[config.mk]
export PLATFORM = sky130hd
export DESIGN_NAME = imm_gen_pipe
export DESIGN_NICKNAME = d
export VERILOG_FILES = /design/src/rtl/pbl3_pkg.sv /design/src/rtl/imm_gen_comb.sv /design/src/rtl/imm_gen_pipe.sv
export SDC_FILE = /design/constraint.sdc
export NUM_CORES = 1
export LEC_CHECK = 0
export ABC_AREA = 1
export CAP_MARGIN = 15
export CORE_AREA = 2 2 145 147
export DETAILED_ROUTE_END_ITERATION = 10
export DIE_AREA = 0 0 147 149
export PLACE_DENSITY_LB_ADDON = 0.2
export SYNTH_ARGS = -nofsm -noshare
export SYNTH_HDL_FRONTEND = slang
export SYNTH_SLANG_ARGS = --single-unit
export TNS_END_PERCENT = 1
[constraint.sdc]
create_clock -name i_clk -period 1.8 [get_ports i_clk]
set_input_delay 0.18 -clock i_clk [delete_from_list [all_inputs] [get_ports i_clk]]
set_output_delay 0.18 -clock i_clk [all_outputs]
set_load 0.03 [all_outputs]
[src/rtl/pbl3_pkg.sv]
// Shared decode-stage definitions: immediate format codes and default datapath width.
package pbl3_pkg;

  typedef enum logic [2:0] {
    IMM_I     = 3'd0,
    IMM_S     = 3'd1,
    IMM_B     = 3'd2,
    IMM_J     = 3'd3,
    IMM_U     = 3'd4,
    IMM_SHAMT = 3'd5,
    IMM_ZIMM  = 3'd6,
    IMM_NONE  = 3'd7
  } imm_src_e;

  localparam int XLEN_DEFAULT = 32;

endpackage

[src/rtl/imm_gen_comb.sv]
// Purely combinational immediate decode: instruction bits [31:7] and format code to
// an XLEN-wide immediate plus an undefined-format flag.
module imm_gen_comb
  import pbl3_pkg::*;
#(
  parameter int XLEN = XLEN_DEFAULT
) (
  input  logic [24:0]     instr,
  input  imm_src_e        immsrc,
  output logic [XLEN-1:0] imm,
  output logic            err
);

  // Re-index so the slices below read like the ISA manual's bit numbers.
  logic [31:7] ins;
  assign ins = instr;

  always_comb begin
    imm = {XLEN{ins[31]}};
    err = 1'b0;
    case (immsrc)
      IMM_I: imm[11:0] = ins[31:20];
      IMM_S: imm[11:0] = {ins[31:25], ins[11:7]};
      IMM_B: imm[12:0] = {ins[31], ins[7], ins[30:25], ins[11:8], 1'b0};
      IMM_J: imm[20:0] = {ins[31], ins[19:12], ins[20], ins[30:21], 1'b0};
      IMM_U: imm[31:0] = {ins[31:12], 12'b0};
      IMM_SHAMT: begin
        imm = '0;
        if (XLEN == 64) imm[5:0] = ins[25:20];
        else            imm[4:0] = ins[24:20];
      end
      IMM_ZIMM: begin
        imm      = '0;
        imm[4:0] = ins[19:15];
      end
      default: begin
        imm = '0;
        err = 1'b1;
      end
    endcase
  end

endmodule

[src/rtl/imm_gen_pipe.sv]
// Registered immediate generator with a valid/ready handshake backed by an output
// register plus one skid register; the tag travels with its immediate.
module imm_gen_pipe
  import pbl3_pkg::*;
#(
  parameter int XLEN  = XLEN_DEFAULT,
  parameter int TAG_W = 32
) (
  input  logic             i_clk,
  input  logic             i_rst_n,
  input  logic             i_flush,
  input  logic             i_valid,
  output logic             o_ready,
  input  logic [24:0]      i_instr,
  input  logic [2:0]       i_immsrc,
  input  logic [TAG_W-1:0] i_tag,
  output logic             o_valid,
  input  logic             i_ready,
  output logic [XLEN-1:0]  o_immext,
  output logic [TAG_W-1:0] o_tag,
  output logic             o_immsrc_err
);

  if (XLEN != 32 && XLEN != 64) begin : g_bad_xlen
    $error("imm_gen_pipe: XLEN must be 32 or 64");
  end

  logic [XLEN-1:0]  new_imm;
  logic             new_err;

  imm_gen_comb #(.XLEN(XLEN)) u_comb (
    .instr  (i_instr),
    .immsrc (imm_src_e'(i_immsrc)),
    .imm    (new_imm),
    .err    (new_err)
  );

  logic             out_valid_reg;
  logic [XLEN-1:0]  out_imm_reg;
  logic [TAG_W-1:0] out_tag_reg;
  logic             out_err_reg;
  logic             skid_valid_reg;
  logic [XLEN-1:0]  skid_imm_reg;
  logic [TAG_W-1:0] skid_tag_reg;
  logic             skid_err_reg;

  logic accept;
  logic emit;

  // Ready depends only on skid occupancy, so there is no path from i_ready.
  assign o_ready      = ~skid_valid_reg;
  assign o_valid      = out_valid_reg;
  assign o_immext     = out_imm_reg;
  assign o_tag        = out_tag_reg;
  assign o_immsrc_err = out_err_reg;

  assign accept = i_valid & o_ready;
  assign emit   = out_valid_reg & i_ready;

  always_ff @(posedge i_clk or negedge i_rst_n) begin
    if (!i_rst_n) begin
      out_valid_reg  <= 1'b0;
      out_imm_reg    <= '0;
      out_tag_reg    <= '0;
      out_err_reg    <= 1'b0;
      skid_valid_reg <= 1'b0;
      skid_imm_reg   <= '0;
      skid_tag_reg   <= '0;
      skid_err_reg   <= 1'b0;
    end else if (i_flush) begin
      out_valid_reg  <= 1'b0;
      skid_valid_reg <= 1'b0;
    end else if (emit) begin
      // With the skid full, o_ready is low, so no accept can coincide here.
      if (skid_valid_reg) begin
        out_imm_reg    <= skid_imm_reg;
        out_tag_reg    <= skid_tag_reg;
        out_err_reg    <= skid_err_reg;
        skid_valid_reg <= 1'b0;
      end else if (accept) begin
        out_imm_reg <= new_imm;
        out_tag_reg <= i_tag;
        out_err_reg <= new_err;
      end else begin
        out_valid_reg <= 1'b0;
      end
    end else if (accept) begin
      if (!out_valid_reg) begin
        out_valid_reg <= 1'b1;
        out_imm_reg   <= new_imm;
        out_tag_reg   <= i_tag;
        out_err_reg   <= new_err;
      end else begin
        skid_valid_reg <= 1'b1;
        skid_imm_reg   <= new_imm;
        skid_tag_reg   <= i_tag;
        skid_err_reg   <= new_err;
      end
    end
  end

endmodule

==> flow_summary.json, run 1 <==
{
  "synth_cell_type_count": 23,
  "routedWlPerCell_um": 13.9,
  "rows": 53,
  "path_cells": "clkdlybuf4s50_1",
  "drv_slew": 0,
  "worst_path_max_delay_cell": "clkdlybuf4s50_1",
  "max_freq_ghz": 0.597,
  "setup_slack_ns": 0.125,
  "cts_tree": "done",
  "post_cts_buffers": 0,
  "layout_commonest_cell": "nand2_1",
  "crit_buf_inv": 1,
  "critical_path_class": "flop to output pin",
  "start_kind": "flop",
  "grt-ovfl-total": 0,
  "ys_seq_elements": 132,
  "reg2reg_to": "o_immext[16]$_DFFE_PN0P_",
  "worstSkewPairLatency_ns": 0.41,
  "synthesis.nets": 807,
  "clock_sinks": 132,
  "max-slew-margin-rel_pct": 70.1,
  "cp_slowest_stage_delay_ns": 0.71,
  "finalSetupTns_ns": 0,
  "cp-end-kind": "output pin",
  "grt_pass1_vias": 4994,
  "syn-cell-area_um2": 5980,
  "leakage_nw": 4.14,
  "dp.final_hpwl_mm": 11.0,
  "drt_wl_total_mm": 16.2,
  "cp_data_required_time_ns": 1.62,
  "n_antenna_cell": 0,
  "r2r_slack_ns": 0.27,
  "nets": 940,
  "drt-initial-drc-count": 355,
  "final_cell_mix": "nand2_1 (284), dfrtp_1 (132), clkdlybuf4s50_1 (129)",
  "synth.largest_area_cell": "dfrtp_1",
  "core_um2": 20600,
  "synth_top_area_share_pct": 55.2,
  "yosysWarningCount": 0,
  "cts_root_buf": "clkbuf_16",
  "die-area_um2": 21900,
  "drt-pass1-iter-count": 5,
  "grt_pass1_wl_mm": 26.6,
  "fillers": 2102,
  "area_growth_pct": 41.5,
  "crit_path_max_fanout": 2,
  "antenna_found_initial": 0,
  "worst_ir_drop_vdd_uv": 601,
  "drc_errors": 0,
  "rsz0062_at_grt": "false",
  "power_density_nw_per_um2": 1200,
  "grt_max_degree": 43,
  "routed_via_density": 4.52,
  "reg2reg_depth": 8,
  "drive_above_1_share_pct": 7.88,
  "die_h_um": 149,
  "cts_made_buffers": 17,
  "place.gp.congestion": 0.777,
  "tightest_slew_ns": 0.449,
  "finalCritPeriodShare_pct": 93.1,
  "postSynthAreaPerCell_um2": 8.06,
  "seq_area_frac_synth_pct": 55.2,
  "cp_top_family": "buffers and inverters",
  "status": "finished, final reports clean",
  "hold_violations": 0,
  "netlist_top_cells_area": "dfrtp_1 (55%), nand2_1 (18%), o211ai_1 (5.0%)",
  "hold_ws_ns": 0.264,
  "crit_arrival_ns": 1.50,
  "setup_viol": 0,
  "cap_violations": 0,
  "fin_skew_ns": 0.00627,
  "syn-instance-count": 742,
  "hold_path.class": "input port to async pin",
  "post-place-ws_ns": 0.0465,
  "grt_usage_pct": 15.4,
  "r2r_start": "o_valid$_DFFE_PN0P_",
  "io_pins": 132,
  "num_vias": 5251,
  "htree_num_levels": 4,
  "drtAntennaViolNets": 0,
  "start_util_pct": 29.1,
  "period_minus_slack_ns": 1.68,
  "path_clk_slew_ns": 0.06,
  "clock_path_buffers": 2,
  "fp.dieW_um": 147,
  "port-buffer-count": 131
}
==> cell type report <==
cell class / count / area, um2 / share of cell area, %
Clock inverter: 12 / 200 / 2.36
Multi-Input combinational cell: 506 / 2250 / 26.6
Inverter: 59 / 221 / 2.62
Clock buffer: 20 / 457 / 5.39
Timing Repair Buffer: 159 / 1690 / 19.9
Sequential cell: 132 / 3300 / 39.0
Tap cell: 275 / 344 / 4.06
==> cell families (layout without fill, tap and decap cells) <==
kind of cell / count (synthesis) / count (layout) / synth area share (%)
AO/OA/AOI/OAI: 140 / 140 / 13.8
buffers and inverters: 104 / 250 / 7.30
flip-flops: 132 / 132 / 55.2
AND/OR/NAND/NOR: 366 / 366 / 23.7
==> Yosys cell counts, drive strengths merged <==
| cell type | n |
|---|---|
| nand4 | 8 |
| a21oi | 33 |
| nor3 | 1 |
| nand3 | 10 |
| a31oi | 9 |
| nand2 | 287 |
| nor2 | 60 |
| o31ai | 1 |
| clkbuf | 17 |
| buf | 28 |
| dfrtp | 132 |
| o211ai | 40 |
| a211oi | 1 |
| inv | 59 |
| o21ai | 56 |
==> metal layers <==
metal | global-route usage, % | vias up | wire, um
li1 | - | 2651 | -
met1 | 21.5 | 2444 | 7670
met2 | 23.1 | 143 | 7190
met3 | 5.08 | 13 | 1170
met4 | 4.33 | 0 | 170
met5 | 0 | - | 0
==> worst max-delay path by stage <==
| stage | from | to | slack [ns] | cells after the start |
|---|---|---|---|---|
| 2_1_floorplan | o_valid$_DFFE_PN0P_ | o_tag[10]$_DFFE_PN0P_ | 0.23 | 7 |
| 3_5_place_dp | i_immsrc[2] | o_immext[1]$_DFFE_PN0P_ | 0.05 | 10 |
| 5_1_grt | o_valid$_DFFE_PN0P_ | o_valid | 0.05 | 1 |
| 6_report | o_immext[17]$_DFFE_PN0P_ | o_immext[17] | 0.12 | 1 |
| 3_3_place_gp | i_immsrc[2] | o_immext[1]$_DFFE_PN0P_ | 0.05 | 10 |
| 4_1_cts | o_immext[17]$_DFFE_PN0P_ | o_immext[17] | 0.08 | 1 |
==> per-stage QoR <==
| stage | utilization, % | power (mW) | instances | area (um2) |
|---|---|---|---|---|
| after floorplan | - | 5.28 | 742 | 5980 |
| after global placement | 37.9 | 6.37 | 1130 | 7800 |
| after detailed placement | 37.9 | 6.38 | 1130 | 7800 |
| after CTS | 41.2 | 10.3 | 1163 | 8470 |
| after global routing | 41.2 | 10.7 | 1163 | 8470 |
| final | 41.2 | 10.2 | 1163 | 8470 |
==> power by group <==
group          internal (mW)  switching [mW]  total [mW]
combinational          0.998            1.35        2.35
sequential              3.63           0.320        3.95
clock                   2.54            1.33        3.87
==> what timing repair did <==
| item | 4_1_cts | 5_1_grt |
|---|---|---|
| setup endpoints to repair | 1 | 0 |
| endpoints found under the hold margin | 39 | 0 |
| resized for setup | 1 | 0 |
| hold buffers | 1 | 0 |
Note: power is estimated with default switching activity, not from simulation.
==> inputs of run 2 (changes only) <==
--- a/config.mk
+++ b/config.mk
@@ -7,11 +7,13 @@
 export LEC_CHECK = 0
 export ABC_AREA = 1
 export CAP_MARGIN = 15
-export CORE_AREA = 2 2 145 147
+export CELL_PAD_IN_SITES_DETAIL_PLACEMENT = 1
+export CELL_PAD_IN_SITES_GLOBAL_PLACEMENT = 2
+export CORE_AREA = 2 2 147 149
 export DETAILED_ROUTE_END_ITERATION = 10
-export DIE_AREA = 0 0 147 149
+export DIE_AREA = 0 0 149 151
 export PLACE_DENSITY_LB_ADDON = 0.2
 export SYNTH_ARGS = -nofsm -noshare
 export SYNTH_HDL_FRONTEND = slang
 export SYNTH_SLANG_ARGS = --single-unit
-export TNS_END_PERCENT = 1
+export TNS_END_PERCENT = 50
==> run 2 against run 1 <==
Effect of this change: clock power down 11%; die area grew 2.7%; sequential share of layout area up 0.67 points; combinational power barely moved; count of clock-buffer cells in the layout is 3 lower; largest cell class unchanged.
==> flow_summary.json, run 2 (synthesis results as in run 1) <==
{
  "leakage_nw": 4.07,
  "finalPower_mw": 9.80,
  "nets": 936,
  "power.switching_mw": 3.14,
  "drv_slew": 0,
  "post_cts_buffers": 0,
  "period_minus_slack_ns": 1.70,
  "r2r_start": "skid_valid_reg$_DFFE_PN0P_",
  "cp_top_family": "buffers and inverters",
  "fin_skew_ns": 0.0112,
  "switching_share_pct": 32.1,
  "combPwrFrac_pct": 24.3,
  "crit_path_max_fanout": 2,
  "place.gp.congestion": 0.763,
  "port-buffer-count": 131,
  "reg2reg_depth": 8,
  "grt-ovfl-total": 0,
  "highest_layer": "met4",
  "crit_buf_inv": 1,
  "finalCritPeriodShare_pct": 94.3,
  "htree_num_levels": 4,
  "drtAntennaViolNets": 0,
  "cts_made_buffers": 17,
  "num_vias": 5457,
  "cp-startpoint": "o_immsrc_err$_DFFE_PN0P_",
  "p_seq_share_pct": 40.6,
  "wl_met1_mm": 8.55,
  "antenna_found_initial": 0,
  "reg2reg_to": "o_immext[12]$_DFFE_PN0P_",
  "worst_path_max_delay_cell": "clkdlybuf4s50_1",
  "clock_path_buffers": 2,
  "setup_viol": 0,
  "cp_data_required_time_ns": 1.62,
  "cp-end-kind": "output pin",
  "max_freq_ghz": 0.589,
  "die_h_um": 151,
  "dp_cells": 1126,
  "drt-initial-drc-count": 257,
  "cts_tree": "done",
  "status": "finished, final reports clean",
  "p_int_mw": 6.66,
  "die-area_um2": 22500,
  "fp.dieW_um": 149,
  "crit_end": "o_immsrc_err",
  "hold_path.class": "input port to async pin",
  "worstSkewPairLatency_ns": 0.42,
  "max-slew-margin-rel_pct": 67.5,
  "r2r_slack_ns": 0.29,
  "critical_path_class": "flop to output pin",
  "hold_violations": 0,
  "worst_ir_drop_vdd_uv": 679,
  "io_pins": 132,
  "finalSetupTns_ns": 0,
  "crit_arrival_ns": 1.52,
  "area_growth_pct": 39.1,
  "seq_area_um2": 3300,
  "path_depth": 1,
  "stdcell_count": 1159,
  "pwr-share-clk_pct": 35.2,
  "fillers": 2458,
  "start_kind": "flop",
  "cts_root_buf": "clkbuf_16",
  "power_density_nw_per_um2": 1180,
  "met3_length_um": 877,
  "core_um2": 20800,
  "cap_violations": 0,
  "n_antenna_cell": 0,
  "drt_wl_total_mm": 18.5,
  "grt_pass1_vias": 5868,
  "cp_slowest_stage_delay_ns": 0.74,
  "grt_max_degree": 52,
  "dp.final_hpwl_mm": 12.8,
  "layout_commonest_cell": "nand2_1",
  "postPlaceCellArea_um2": 7730,
  "rows": 53,
  "path_clk_slew_ns": 0.06,
  "final_cell_mix": "nand2_1 (284), dfrtp_1 (132), clkdlybuf4s50_1 (129)",
  "grt_usage_pct": 17.5,
  "start_util_pct": 28.7,
  "tightest_slew_ns": 0.487,
  "drt-pass1-iter-count": 4,
  "rsz0062_at_grt": "false",
  "multiInputGateArea_um2": 2250,
  "routedWlPerCell_um": 15.9,
  "path_cells": "clkdlybuf4s50_1",
  "clock_sinks": 132,
  "routed_via_density": 4.71,
  "grt_pass1_wl_mm": 30.5,
  "drive_above_1_share_pct": 7.58,
  "design_area_um2": 8320,
  "drc_errors": 0,
  "wl_met2_mm": 8.67
}
run 2: cell types whose count changed in the layout (fill, tap and decap cells not counted), sizes merged:
cell / previous run / this run
bufinv: 5 / 2
buf: 28 / 24
inv: 61 / 62
clkbuf: 20 / 17
clkinv: 5 / 7
clkinvlp: 0 / 3
run 2: worst min path at each step:
stage,slack (ns),cells past startpoint,endpoint
finish,0.26,2,o_tag[12]$_DFFE_PN0P_
global route,0.29,2,o_tag[12]$_DFFE_PN0P_
global placement,0.15,1,o_tag[14]$_DFFE_PN0P_
floorplan,-0.12,0,o_immext[0]$_DFFE_PN0P_
CTS,0.27,2,o_tag[12]$_DFFE_PN0P_
detailed placement,0.15,1,o_tag[12]$_DFFE_PN0P_
run 2: layout make-up:
cell class	instances	share of cell area, %
sequential	132	39.7
multi-input combinational	506	27.1
timing repair buffer	155	19.5
clock buffer	17	5.11
tap	275	4.13
inverter	59	2.66
clock inverter	15	1.86
run 2: metrics by stage:
step / setup slack, ns / hold WS (ns) / util (%)
CTS: 0.0638 / 0.268 / 40.0
finish: 0.102 / 0.263 / 40.0
floorplan: 0.234 / -0.116 / -
global placement: 0.0664 / 0.149 / 37.1
detailed placement: 0.0189 / 0.149 / 37.1
global route: 0.00987 / 0.285 / 40.0
run 2: what timing repair did:
item	in CTS	in global routing
endpoints found under the setup margin	1	0
endpoints found under the hold margin	42	0
gates resized for setup	1	0
hold buffers	1	0
run 2: power by group through the flow:
stage / clock, mW / sequential [mW] / combinational, mW
after global placement: 0 / 4.00 / 2.34
after floorplan: 0 / 4.51 / 0.778
final: 3.45 / 3.98 / 2.38
after global routing: 3.68 / 4.06 / 2.63
after CTS: 3.54 / 3.99 / 2.42
after detailed placement: 0 / 4.03 / 2.40
run 2: worst register-to-register path, cell delays in order, from the launching register on:
cell	delay, ns
dfrtp_1	0.39
inv_2	0.09
nand2_2	0.10
inv_2	0.05
o21ai_4	0.20
buf_12	0.26
buf_4	0.23
nand2_1	0.08
nand2_1	0.06
run 2: metal layers:
metal  vias to the layer above  global-route usage, %
met1                      2684                   22.4
met2                       120                   28.4
met3                        24                   4.79
li1                       2629                      -
met5                         -                      0
met4                         0                   6.33
